File: config.mk
export PLATFORM = sky130hd
export DESIGN_NAME = control_seq_flat
export DESIGN_NICKNAME = d
export VERILOG_FILES = /design/src/rtl/control_seq_if.sv /design/src/rtl/control_seq.sv /design/src/flat_wrapper.sv
export SDC_FILE = /design/constraint.sdc
export NUM_CORES = 1
export LEC_CHECK = 0
export ABC_AREA = 1
export CAP_MARGIN = 20
export CORE_MARGIN = 8
export CORE_UTILIZATION = 30
export CTS_CLUSTER_SIZE = 8
export DETAILED_ROUTE_END_ITERATION = 8
export PLACE_DENSITY = 0.61
export SYNTH_ARGS = -nofsm -noshare
export SYNTH_HDL_FRONTEND = slang
export SYNTH_SLANG_ARGS = --single-unit
File: constraint.sdc
create_clock -name clk -period 3.88 [get_ports clk]
set_input_delay 0.97 -clock clk [delete_from_list [all_inputs] [get_ports clk]]
set_output_delay 0.97 -clock clk [all_outputs]
set_load 0.02 [all_outputs]
File: src/rtl/control_seq_if.sv
// control_seq_if: instruction, flag and strobe bundle between the sequencer and the datapath.
interface control_seq_if #(
  parameter int DEST_W  = 3,
  parameter int SRC_W   = 3,
  parameter int COUNT_W = 16
);
  localparam int IR_W = DEST_W + SRC_W + 2;
  logic [IR_W-1:0]        rom_data_i;
  logic                   ready_i;
  logic                   resume_i;
  logic                   a_is_zero_i;
  logic                   flag_carry_i;
  logic                   flag_shift_i;
  logic [IR_W-1:0]        ir_o;
  logic                   ir_load_o;
  logic                   pc_inc_o;
  logic                   do_jump_o;
  logic [(1<<DEST_W)-1:0] load_o;
  logic [(1<<SRC_W)-1:0]  assert_o;
  logic                   do_subtract_o;
  logic                   do_shift_in_o;
  logic                   do_carry_in_o;
  logic                   halted_o;
  logic [COUNT_W-1:0]     instr_count_o;
  modport master (
    input  rom_data_i, ready_i, resume_i, a_is_zero_i, flag_carry_i, flag_shift_i,
    output ir_o, ir_load_o, pc_inc_o, do_jump_o, load_o, assert_o,
           do_subtract_o, do_shift_in_o, do_carry_in_o, halted_o, instr_count_o
  );
  modport slave (
    output rom_data_i, ready_i, resume_i, a_is_zero_i, flag_carry_i, flag_shift_i,
    input  ir_o, ir_load_o, pc_inc_o, do_jump_o, load_o, assert_o,
           do_subtract_o, do_shift_in_o, do_carry_in_o, halted_o, instr_count_o
  );
endinterface

File: src/rtl/control_seq.sv
// control_seq: FETCH/EXEC/HALT sequencer owning the instruction register and retired-instruction counter.
module control_seq #(
  parameter int DEST_W  = 3,
  parameter int SRC_W   = 3,
  parameter int COUNT_W = 16
) (
  input  logic         clk,
  input  logic         resetBar,
  control_seq_if.master bus
);
  localparam int IR_W = DEST_W + SRC_W + 2;
  localparam int LD_W = 1 << DEST_W;
  localparam int AS_W = 1 << SRC_W;
  typedef enum logic [1:0] {FETCH, EXEC, HALT} state_t;
  state_t             state_q, state_d;
  logic [IR_W-1:0]    ir_q, ir_d;
  logic [COUNT_W-1:0] cnt_q, cnt_d;
  logic               halted_q, halted_d;
  logic [DEST_W-1:0]  dest;
  logic [SRC_W-1:0]   src;
  logic               b3, b7, fe, ex, nop, hlt, jmp, cond, take;
  assign {b7, dest, b3, src} = ir_q;
  // strobes only fire when the sequencer is actually advancing this cycle
  assign fe   = resetBar && bus.ready_i && state_q == FETCH;
  assign ex   = resetBar && bus.ready_i && state_q == EXEC;
  assign nop  = dest == '0;
  assign hlt  = dest == DEST_W'(1);
  assign jmp  = &dest;
  assign cond = b7 ? (b3 ? bus.flag_shift_i : bus.flag_carry_i) : (b3 ? bus.a_is_zero_i : 1'b1);
  assign take = ex && jmp && cond;
  assign bus.ir_load_o     = fe;
  assign bus.do_jump_o     = take;
  assign bus.pc_inc_o      = fe || (ex && src == '0 && !take);
  assign bus.load_o        = (ex && !nop && !hlt && !jmp) ? LD_W'(1) << dest : '0;
  assign bus.assert_o      = (ex && !nop && !hlt) ? AS_W'(1) << src : '0;
  assign bus.do_subtract_o = ex && b3;
  assign bus.do_shift_in_o = ex && b3;
  assign bus.do_carry_in_o = ex && b7;
  assign bus.ir_o          = ir_q;
  assign bus.halted_o      = halted_q;
  assign bus.instr_count_o = cnt_q;
  always_comb begin
    state_d  = state_q;
    ir_d     = ir_q;
    cnt_d    = cnt_q;
    halted_d = halted_q;
    if (fe) begin
      state_d = EXEC;
      ir_d    = bus.rom_data_i;
    end
    if (ex) begin
      state_d  = hlt ? HALT : FETCH;
      cnt_d    = cnt_q + COUNT_W'(1);
      halted_d = hlt;
    end
    if (state_q == HALT && bus.resume_i) begin
      state_d  = FETCH;
      halted_d = 1'b0;
    end
  end
  always_ff @(posedge clk) begin
    if (!resetBar) begin
      state_q  <= FETCH;
      ir_q     <= '0;
      cnt_q    <= '0;
      halted_q <= 1'b0;
    end else begin
      state_q  <= state_d;
      ir_q     <= ir_d;
      cnt_q    <= cnt_d;
      halted_q <= halted_d;
    end
  end
endmodule
File: src/flat_wrapper.sv
// flat-port wrapper written by rule: the top's interface ports become plain ports
module control_seq_flat 
#(
  parameter int DEST_W  = 3,
  parameter int SRC_W   = 3,
  parameter int COUNT_W = 16
)
  (clk, resetBar, bus_rom_data_i, bus_ready_i, bus_resume_i, bus_a_is_zero_i, bus_flag_carry_i, bus_flag_shift_i, bus_ir_o, bus_ir_load_o, bus_pc_inc_o, bus_do_jump_o, bus_load_o, bus_assert_o, bus_do_subtract_o, bus_do_shift_in_o, bus_do_carry_in_o, bus_halted_o, bus_instr_count_o);
  control_seq_if #(.DEST_W(DEST_W), .SRC_W(SRC_W), .COUNT_W(COUNT_W)) bus_i ();
  input  logic clk;
  input  logic resetBar;
  input wire logic [$bits(bus_i.rom_data_i)-1:0] bus_rom_data_i;
  input wire logic [$bits(bus_i.ready_i)-1:0] bus_ready_i;
  input wire logic [$bits(bus_i.resume_i)-1:0] bus_resume_i;
  input wire logic [$bits(bus_i.a_is_zero_i)-1:0] bus_a_is_zero_i;
  input wire logic [$bits(bus_i.flag_carry_i)-1:0] bus_flag_carry_i;
  input wire logic [$bits(bus_i.flag_shift_i)-1:0] bus_flag_shift_i;
  output wire logic [$bits(bus_i.ir_o)-1:0] bus_ir_o;
  output wire logic [$bits(bus_i.ir_load_o)-1:0] bus_ir_load_o;
  output wire logic [$bits(bus_i.pc_inc_o)-1:0] bus_pc_inc_o;
  output wire logic [$bits(bus_i.do_jump_o)-1:0] bus_do_jump_o;
  output wire logic [$bits(bus_i.load_o)-1:0] bus_load_o;
  output wire logic [$bits(bus_i.assert_o)-1:0] bus_assert_o;
  output wire logic [$bits(bus_i.do_subtract_o)-1:0] bus_do_subtract_o;
  output wire logic [$bits(bus_i.do_shift_in_o)-1:0] bus_do_shift_in_o;
  output wire logic [$bits(bus_i.do_carry_in_o)-1:0] bus_do_carry_in_o;
  output wire logic [$bits(bus_i.halted_o)-1:0] bus_halted_o;
  output wire logic [$bits(bus_i.instr_count_o)-1:0] bus_instr_count_o;
  assign bus_i.rom_data_i = bus_rom_data_i;
  assign bus_i.ready_i = bus_ready_i;
  assign bus_i.resume_i = bus_resume_i;
  assign bus_i.a_is_zero_i = bus_a_is_zero_i;
  assign bus_i.flag_carry_i = bus_flag_carry_i;
  assign bus_i.flag_shift_i = bus_flag_shift_i;
  assign bus_ir_o = bus_i.ir_o;
  assign bus_ir_load_o = bus_i.ir_load_o;
  assign bus_pc_inc_o = bus_i.pc_inc_o;
  assign bus_do_jump_o = bus_i.do_jump_o;
  assign bus_load_o = bus_i.load_o;
  assign bus_assert_o = bus_i.assert_o;
  assign bus_do_subtract_o = bus_i.do_subtract_o;
  assign bus_do_shift_in_o = bus_i.do_shift_in_o;
  assign bus_do_carry_in_o = bus_i.do_carry_in_o;
  assign bus_halted_o = bus_i.halted_o;
  assign bus_instr_count_o = bus_i.instr_count_o;
  control_seq #(.DEST_W(DEST_W), .SRC_W(SRC_W), .COUNT_W(COUNT_W)) u_core (.clk(clk), .resetBar(resetBar), .bus(bus_i));
endmodule
==> flow_summary.json <==
{
  "post_cts_buffers": 0,
  "grt_use_total_pct": 11.98,
  "crit_path_start_kind": "primary input",
  "crit_buf_inv": 2,
  "period_share_pct": 94.66,
  "syn-instance-count": 225,
  "nets": 301,
  "crit_top_cell": "clkdlybuf4s50_1",
  "crit_chain": "clkdlybuf4s50_1 > nand4_1 > nor2_1 > nand2_1 > nor3_1 > clkdlybuf4s50_1",
  "final-seq-area_um2": 540.5,
  "grt_max_degree": 24,
  "n_fill_cell": 525,
  "ctsResizeCount": 0,
  "grt_pass1_wl_mm": 7.272,
  "peakVddDrop_v": 0.0001052,
  "clk_latency_ns": 0.28,
  "crit_path_top_delay_cell": "clkdlybuf4s50_1",
  "drt_iter0_drc": 61,
  "synth-seq-cells": 27,
  "routed_wl_mm": 4.263,
  "placed_area_mm2": 0.002066,
  "first_global_vias": 1632,
  "ys_warn_count": 0,
  "finalWorstSetupSlack_ns": 0.2072,
  "numCtsBuffers": 3,
  "route.detailed.drc": 0,
  "pre_cts_ws_ns": 0.1810,
  "htree_levels": 1,
  "power_density_mw_per_mm2": 255.9,
  "die_w_um": 85.14,
  "n_antenna_cell": 0,
  "io_buffers": 58,
  "ios": 62,
  "p_leak_nw": 0.7953,
  "vias": 1621,
  "setup_viol": 0,
  "hp-class": "flip-flop to flip-flop",
  "routedWlPerCell_um": 12.61,
  "area_growth_pct": 47.47,
  "avgSynthCellArea_um2": 6.373,
  "tns_ns": 0,
  "grt_antenna_before_repair": 0,
  "slowest_delay_ns": 0.63,
  "drtPass1Iterations": 4,
  "die_h_um": 85.14,
  "clkSinkCount": 27,
  "ant_nets": 0,
  "cp-end-kind": "output pin",
  "post-route-min-period_ns": 3.673,
  "path_class": "primary input to output pin",
  "max_cap_violations": 0,
  "seq_area_frac_synth_pct": 37.70,
  "rows": 25,
  "skew_ns": 0.007760,
  "critPathArrivalTime_ns": 2.70,
  "vias_per_cell": 4.796,
  "synth.distinct_cells": 21,
  "cts_tree": "yes",
  "die_area_mm2": 0.007248,
  "synthesis.area_mm2": 0.001434,
  "fin_area_mm2": 0.002115,
  "cts_max_path_buffers": 2,
  "drive_above_1_share_pct": 4.930,
  "fmax_ghz": 0.2723,
  "start_util_pct": 30.77,
  "hold_slack_ns": 0.4729,
  "core_mm2": 0.004661,
  "multiInputGateArea_um2": 730.7,
  "crit_family": "buffers and inverters",
  "dp_hpwl_mm": 3.402,
  "hold_violations": 0,
  "power_mw": 0.5411,
  "cts-root-buf": "clkbuf_8",
  "rsz0062_at_grt": "no",
  "drv_slew": 0,
  "gp_congestion": 0.8239,
  "cts_hold_buffers": 0,
  "status": "finished clean",
  "required_ns": 2.91,
  "grt_overflow": 0,
  "clkTransAtPathRegs_ns": 0.10,
  "path_max_fanout": 4
}
-- per-layer routing --
layer  vias to the layer above  GRT usage [%]  wire (um)
met3                         2          3.958        439
met4                         0          3.398         23
met2                        53          20.60       1900
li1                        829              -          -
met1                       737          13.70       1900
met5                         -              0          0
-- layout make-up --
class / count / area share, %
multi-input combinational: 160 / 34.56
timing repair buffer: 62 / 28.88
sequential: 27 / 25.56
inverter: 31 / 5.503
tap: 54 / 3.195
clock buffer: 3 / 1.953
clock inverter: 1 / 0.3550
-- worst min-delay path: stages, from the launching register on --
cell and delay, ns:
dfxtp_1 0.32, nand2_1 0.06, a21oi_1 0.05
-- cells in the final DEF, fill, tap and decap left out --
master | netlist | layout
clkdlybuf4s50_1 | 0 | 58
nand2_1 | 46 | 46
nor2_1 | 40 | 40
inv_1 | 31 | 31
dfxtp_1 | 27 | 27
o21ai_0 | 17 | 17
nand3_1 | 17 | 17
a21oi_1 | 15 | 15
nor3_1 | 7 | 7
nand4_1 | 4 | 4
buf_4 | 5 | 4
nor2_2 | 3 | 3
conb_1 | 1 | 3
clkbuf_8 | 0 | 3
nor4_1 | 2 | 2
nor3_2 | 1 | 1
nand3_4 | 1 | 1
o21bai_1 | 1 | 1
nand2_2 | 1 | 1
a31oi_1 | 1 | 1
ha_1 | 1 | 1
clkinvlp_4 | 0 | 1
-- power by group --
group / leakage, nW / total, mW / switching, mW / internal (mW)
Combinational: 0.554 / 0.0830 / 0.0452 / 0.0378
Sequential: 0.219 / 0.293 / 0.00841 / 0.285
Clock: 0.0217 / 0.165 / 0.0918 / 0.0729
-- cell families (layout without fill, tap and decap cells) --
kind of cell	count (synthesis)	count (layout)	synth area share [%]
adder cells (fa/ha/maj)	1	1	0.8725
AND/OR/NAND/NOR	122	122	37.17
AO/OA/AOI/OAI	34	34	12.13
flip-flops	27	27	37.70
other	1	3	0.2615
buffers and inverters	40	97	11.87
-- state kept, by name, summed over array words and instances, names as in the netlist --
name,count
u_core.bus.ir_o,8
u_core.bus.instr_count_o,16
u_core.state_q,2
u_core.bus.halted_o,1
-- per-stage QoR --
step	cells	utilization [%]
detailed placement	334	44.32
finish	338	45.37
global placement	334	44.32
global route	338	45.37
floorplan	227	-
CTS	338	45.37
-- final timing paths --
check        cells past startpoint                           end  slack (ns)                 from
max reg2reg                      8  u_core.bus.instr_count_o[12]        2.28    u_core.state_q[0]
max                              6               bus_assert_o[7]        0.21             resetBar
min reg2reg                      2           u_core.bus.halted_o        0.47  u_core.bus.halted_o
min                              2           u_core.bus.halted_o        0.47  u_core.bus.halted_o
-- Yosys cell counts (all sizes together) --
master | number | area (um2)
o21bai | 1 | 7.510
inv | 31 | 116.4
a31oi | 1 | 6.260
nand2 | 47 | 178.9
a21oi | 15 | 75.07
clkbuf | 3 | 11.26
ha | 1 | 12.51
nor4 | 2 | 12.51
nand3 | 18 | 102.6
nor3 | 8 | 45.04
dfxtp | 27 | 540.5
nand4 | 4 | 25.02
o21ai | 17 | 85.08
nor2 | 43 | 168.9
conb | 1 | 3.750
buf | 6 | 42.54
No activity file was read; power rests on OpenSTA's default activity.
